### config.mk
export PLATFORM = sky130hd
export DESIGN_NAME = tdm_demux_2ch
export DESIGN_NICKNAME = d
export VERILOG_FILES = /design/src/rtl/tdm_demux_2ch_pkg.sv /design/src/rtl/tdm_demux_2ch_word_collector.sv /design/src/rtl/tdm_demux_2ch.sv
export SDC_FILE = /design/constraint.sdc
export NUM_CORES = 1
export LEC_CHECK = 0
export ABC_CLOCK_PERIOD_IN_PS = 3170
export BUFFER_PORTS_ARGS = -buffer_cell sky130_fd_sc_hd__buf_2
export CAP_MARGIN = 5
export CELL_PAD_IN_SITES_DETAIL_PLACEMENT = 0
export CELL_PAD_IN_SITES_GLOBAL_PLACEMENT = 1
export CORE_MARGIN = 2
export CORE_UTILIZATION = 47
export CTS_CLUSTER_SIZE = 14
export DETAILED_ROUTE_END_ITERATION = 8
export PLACE_DENSITY_LB_ADDON = 0.1
export SETUP_SLACK_MARGIN = 0.02
export SLEW_MARGIN = 20
export SYNTH_ARGS = -nofsm -noshare
export SYNTH_HDL_FRONTEND = slang
export SYNTH_SLANG_ARGS = --single-unit
### constraint.sdc
create_clock -name clk -period 3.17 [get_ports clk]
set_clock_uncertainty 0.15 [all_clocks]
set_input_delay 0 -clock clk [delete_from_list [all_inputs] [get_ports clk]]
set_output_delay 0 -clock clk [all_outputs]
set_load 0.005 [all_outputs]
### src/rtl/tdm_demux_2ch_pkg.sv
// Shared definitions for the 2-channel bit-interleaved TDM link.
// Both the demux (receive) side and the future mux (transmit) side use them.
package tdm_demux_2ch_pkg;

  typedef enum logic {
    TDM_HUNT   = 1'b0,
    TDM_LOCKED = 1'b1
  } tdm_state_t;

  function automatic int frame_len(input int width);
    return 2 * width;
  endfunction

  function automatic int ctr_width(input int width);
    return $clog2(2 * width);
  endfunction

endpackage

### src/rtl/tdm_demux_2ch_word_collector.sv
// LSB-first word assembler for one TDM channel: shifts in steered bits and
// publishes the finished word with a one-cycle valid pulse.
module tdm_demux_2ch_word_collector
  import tdm_demux_2ch_pkg::*;
#(
  parameter int WIDTH = 8
) (
  input  logic             clk,
  input  logic             reset,
  input  logic             bit_in,
  input  logic             shift_en,
  input  logic             clear,
  input  logic             load_out,
  output logic [WIDTH-1:0] data,
  output logic             valid
);

  logic [WIDTH-1:0] sr;

  // New bits enter at the MSB so the first bit of the word ends up at bit 0.
  always_ff @(posedge clk) begin
    if (reset) begin
      sr    <= '0;
      data  <= '0;
      valid <= 1'b0;
    end else begin
      valid <= 1'b0;
      if (clear) begin
        sr <= shift_en ? {bit_in, {(WIDTH-1){1'b0}}} : '0;
      end else if (shift_en) begin
        sr <= {bit_in, sr[WIDTH-1:1]};
        if (load_out) begin
          data  <= {bit_in, sr[WIDTH-1:1]};
          valid <= 1'b1;
        end
      end
    end
  end

endmodule

### src/rtl/tdm_demux_2ch.sv
// Receive side of the 2-channel bit-interleaved TDM link: frame alignment
// from fsync, even/odd steering into two word collectors, sync error reporting.
module tdm_demux_2ch
  import tdm_demux_2ch_pkg::*;
#(
  parameter int WIDTH = 8
) (
  input  logic             clk,
  input  logic             reset,
  input  logic             din,
  input  logic             din_valid,
  input  logic             fsync,
  output logic [WIDTH-1:0] a_data,
  output logic             a_valid,
  output logic [WIDTH-1:0] b_data,
  output logic             b_valid,
  output logic             locked,
  output logic             frame_err
);

  localparam int FLEN = frame_len(WIDTH);
  localparam int KW   = ctr_width(WIDTH);
  localparam logic [KW-1:0] K_LAST_A = KW'(FLEN - 2);
  localparam logic [KW-1:0] K_LAST   = KW'(FLEN - 1);

  tdm_state_t state;
  logic [KW-1:0] k;
  logic a_shift, a_clear, a_load;
  logic b_shift, b_clear, b_load;

  // Any fsync restarts both words with the current bit as channel-A bit 0;
  // otherwise locked bits are steered by frame-bit parity.
  always_comb begin
    a_shift = 1'b0;
    a_clear = 1'b0;
    a_load  = 1'b0;
    b_shift = 1'b0;
    b_clear = 1'b0;
    b_load  = 1'b0;
    if (din_valid) begin
      if (fsync) begin
        a_clear = 1'b1;
        a_shift = 1'b1;
        b_clear = 1'b1;
      end else if (state == TDM_LOCKED && k != '0) begin
        if (k[0]) begin
          b_shift = 1'b1;
          b_load  = (k == K_LAST);
        end else begin
          a_shift = 1'b1;
          a_load  = (k == K_LAST_A);
        end
      end
    end
  end

  always_ff @(posedge clk) begin
    if (reset) begin
      state     <= TDM_HUNT;
      k         <= '0;
      locked    <= 1'b0;
      frame_err <= 1'b0;
    end else begin
      frame_err <= 1'b0;
      if (din_valid) begin
        if (fsync) begin
          frame_err <= (state == TDM_LOCKED) && (k != '0);
          state     <= TDM_LOCKED;
          locked    <= 1'b1;
          k         <= KW'(1);
        end else if (state == TDM_LOCKED) begin
          if (k == '0) begin
            frame_err <= 1'b1;
            state     <= TDM_HUNT;
            locked    <= 1'b0;
          end else begin
            k <= (k == K_LAST) ? '0 : k + KW'(1);
          end
        end
      end
    end
  end

  tdm_demux_2ch_word_collector #(.WIDTH(WIDTH)) u_col_a (
    .clk      (clk),
    .reset    (reset),
    .bit_in   (din),
    .shift_en (a_shift),
    .clear    (a_clear),
    .load_out (a_load),
    .data     (a_data),
    .valid    (a_valid)
  );

  tdm_demux_2ch_word_collector #(.WIDTH(WIDTH)) u_col_b (
    .clk      (clk),
    .reset    (reset),
    .bit_in   (din),
    .shift_en (b_shift),
    .clear    (b_clear),
    .load_out (b_load),
    .data     (b_data),
    .valid    (b_valid)
  );

endmodule

==> flow_summary.json <==
{
  "grt_max_degree": 41,
  "diodes": 0,
  "htree_levels": 2,
  "maxSlewHeadroom_pct": 51.4,
  "p_per_area_nw_per_um2": 430,
  "rsz0062_at_grt": "no",
  "seqCellArea_sq_um": 781,
  "critPathLaunchType": "register",
  "die-area_sq_um": 4360,
  "die_h_um": 66,
  "cts_made_buffers": 5,
  "yosysSeqAreaShare_pct": 43.2,
  "ys_types": 34,
  "nFillCells": 352,
  "hold_buffers": 2,
  "crit_slowest_cell": "nor4_4",
  "cts.reportedPaths.clkPinSlew_ps": 70,
  "ys_ff_latch": 39,
  "synthMuxAreaShare_pct": 16.6,
  "track_usage_pct": 17.2,
  "synth_compound_area_share_pct": 6.16,
  "wl_per_cell_um": 12.7,
  "setup_violations": 0,
  "placementRows": 22,
  "worstSkewPairLatency_ps": 290,
  "synth_fa_ha_area_share_pct": 2.08,
  "dp_cells": 243,
  "synth-simple-area-share_pct": 26.1,
  "synth_top_family_by_area": "simple AND/OR/NAND/NOR gates",
  "cts_tree": "built",
  "grt_first_pass_wirelength_um": 5570,
  "dp_hpwl_um": 2350,
  "path_class": "register to register",
  "required_ps": 3230,
  "cts_sinks": 39,
  "drt_iter0_drc": 71,
  "grt_overflow": 0,
  "io_pins": 25,
  "fin_crit_sh_pct": 70.3,
  "nNetsFinal": 212,
  "vdd_drop_max_mv": 0.293,
  "grt_pass1_vias": 1242,
  "globalplace.congestion": 0.807,
  "period_needed_ps": 2230,
  "area_growth_pct": 11.9,
  "crit_buf_inv": 1,
  "maxCapViolations": 0,
  "drc_errors": 0,
  "dieWidth_um": 66,
  "synth.area.top_cells": "dfxtp_1, mux2i_1, nand2b_1, nand2_1, nor4_4",
  "crit_fanout": 12,
  "syn_inst": 182,
  "wl_um": 3230,
  "worstMarginPinSlew_ps": 724,
  "port_buffers": 24,
  "core_sq_um": 3690,
  "synth_top_area_cell": "dfxtp_1",
  "layoutNonFillerInstCount": 253,
  "fmax_mhz": 449,
  "multi_input_area_sq_um": 930,
  "fin_setup_tns_ps": 0,
  "via_count": 1299,
  "syn-cell-area_sq_um": 1810,
  "initial_core_util_pct": 49.0,
  "min_path_type": "primary input to register",
  "outcome": "completed",
  "viasPerCell": 5.13,
  "layout-drive-gt1-share_pct": 19.5,
  "synth_top_cell_area_share_pct": 43.2,
  "drt-pass1-iter-count": 3,
  "synth_warnings": 0,
  "p_leak_nw": 0.789,
  "post_cts_resized": 0,
  "final_hold_viol_count": 0,
  "endpoint_kind": "register",
  "syn_avg_cell_area_sq_um": 9.93,
  "cts_buffer_depth": 2,
  "critPathMaxStageDelay_ps": 690,
  "synth-xor-area-share_pct": 0.485,
  "maxSlewViolCount": 0,
  "crit_path_cell_trace": "inv_1 -> ha_1 -> nor3b_4 -> nor4_4 -> mux2i_1",
  "arrival_ps": 2290,
  "antenna_left": 0,
  "synth.net_count": 190,
  "critPathTopFamily": "simple AND/OR/NAND/NOR gates",
  "postCtsSetupBuffers": 0,
  "antenna_found_initial": 0,
  "cts_root_buf": "clkbuf_8"
}
[worst register-to-register path, delay by kind of cell (launching register included)]
| kind | cells | cell delay, ps |
|---|---|---|
| flip-flops | 1 | 500 |
| AND/OR/NAND/NOR | 2 | 900 |
| multiplexers | 1 | 270 |
| adder cells (fa/ha/maj) | 1 | 220 |
| buffers and inverters | 1 | 120 |
[layer usage]
metal / GRT usage, % / share of wire (%)
met3: 5.96 / 3.3
met4: 7.65 / 2.4
met5: 0 / 0
met1: 19.5 / 44
met2: 29.0 / 50
[cell type report]
class | instances | area share, %
multi-input combinational | 126 | 46.0
sequential | 39 | 38.6
timing repair buffer | 27 | 7.30
clock buffer | 6 | 3.59
tap | 48 | 2.97
inverter | 5 | 0.928
clock inverter | 2 | 0.619
[cell usage after synthesis]
cell	number
a211o_1	1
o31ai_1	2
a21boi_0	1
nand2_4	1
ha_1	3
dfxtp_1	39
buf_4	3
nor4_4	2
nand2b_1	27
or3_1	1
o22ai_1	1
buf_6	2
clkbuf_1	2
or2b_1	4
nor3b_4	1
nand4_1	2
nor3_2	1
or4_4	2
a21oi_1	4
mux2i_1	30
nand4b_1	1
buf_2	5
or4b_1	1
a31oi_1	3
o21ai_0	4
xnor2_1	1
inv_1	5
nor2_1	2
nand2_1	24
nor3_1	2
o211ai_1	2
or3b_2	1
and3_1	1
nand3b_1	1
[per-stage QoR]
stage                     utilization, %  hold WS, ps  setup WS [ps]  total power [W]  instance area [sq um]
after floorplan                        -        -11.2           1260         0.000551                   1810
after global placement              52.0          114           1040         0.000557                   1920
after detailed placement            52.0          131            929         0.000559                   1920
after CTS                           54.8         15.6            922         0.000888                   2020
after global routing                54.8         75.2            827         0.000911                   2020
final                               54.8         28.0            942         0.000870                   2020
[sequential cells by signal, indices dropped and copies added, names as in the netlist]
| register | cells |
|---|---|
| u_col_a.data | 8 |
| u_col_b.data | 8 |
| u_col_a.sr | 7 |
| u_col_b.sr | 7 |
| k | 4 |
| frame_err | 1 |
| locked | 1 |
| state | 1 |
| u_col_a.valid | 1 |
| u_col_b.valid | 1 |
[cell usage in the layout, fill, tap and decap left out, types with 2 or more instances in the layout]
cell	count
dfxtp_1	39
mux2i_1	30
nand2b_1	27
nand2_1	24
buf_2	24
inv_1	5
clkbuf_8	5
a21oi_1	4
or2b_1	4
o21ai_0	4
a31oi_1	3
ha_1	3
nand4_1	2
nor4_4	2
nor2_1	2
or4_4	2
nor3_1	2
o31ai_1	2
o211ai_1	2
dlygate4sd3_1	2
[power breakdown]
group | internal, W | switching (W)
logic | 0.0000204 | 0.0000305
clock network | 0.000154 | 0.000168
registers | 0.000493 | 0.00000469
total | 0.000667 | 0.000203
[worst paths after layout]
kind / start / to / slack, ps / depth (start not counted)
worst max register to register: k[0]$_SDFFE_PP0P_ / u_col_b.data[4]$_SDFFE_PP0P_ / 940 / 5
worst min-delay path: fsync / frame_err$_SDFF_PP0_ / 30 / 3
worst min register to register: u_col_a.data[0]$_SDFFE_PP0P_ / u_col_a.data[0]$_SDFFE_PP0P_ / 320 / 2
worst max-delay path: k[0]$_SDFFE_PP0P_ / u_col_b.data[4]$_SDFFE_PP0P_ / 940 / 5
[logic make-up after synthesis]
group | after synthesis
compound gates | 18
xor+xnor | 1
fa+ha+maj | 3
buf+inv | 17
flops | 39
mux | 30
simple gates | 74
Power figures use the tool's default switching activity.
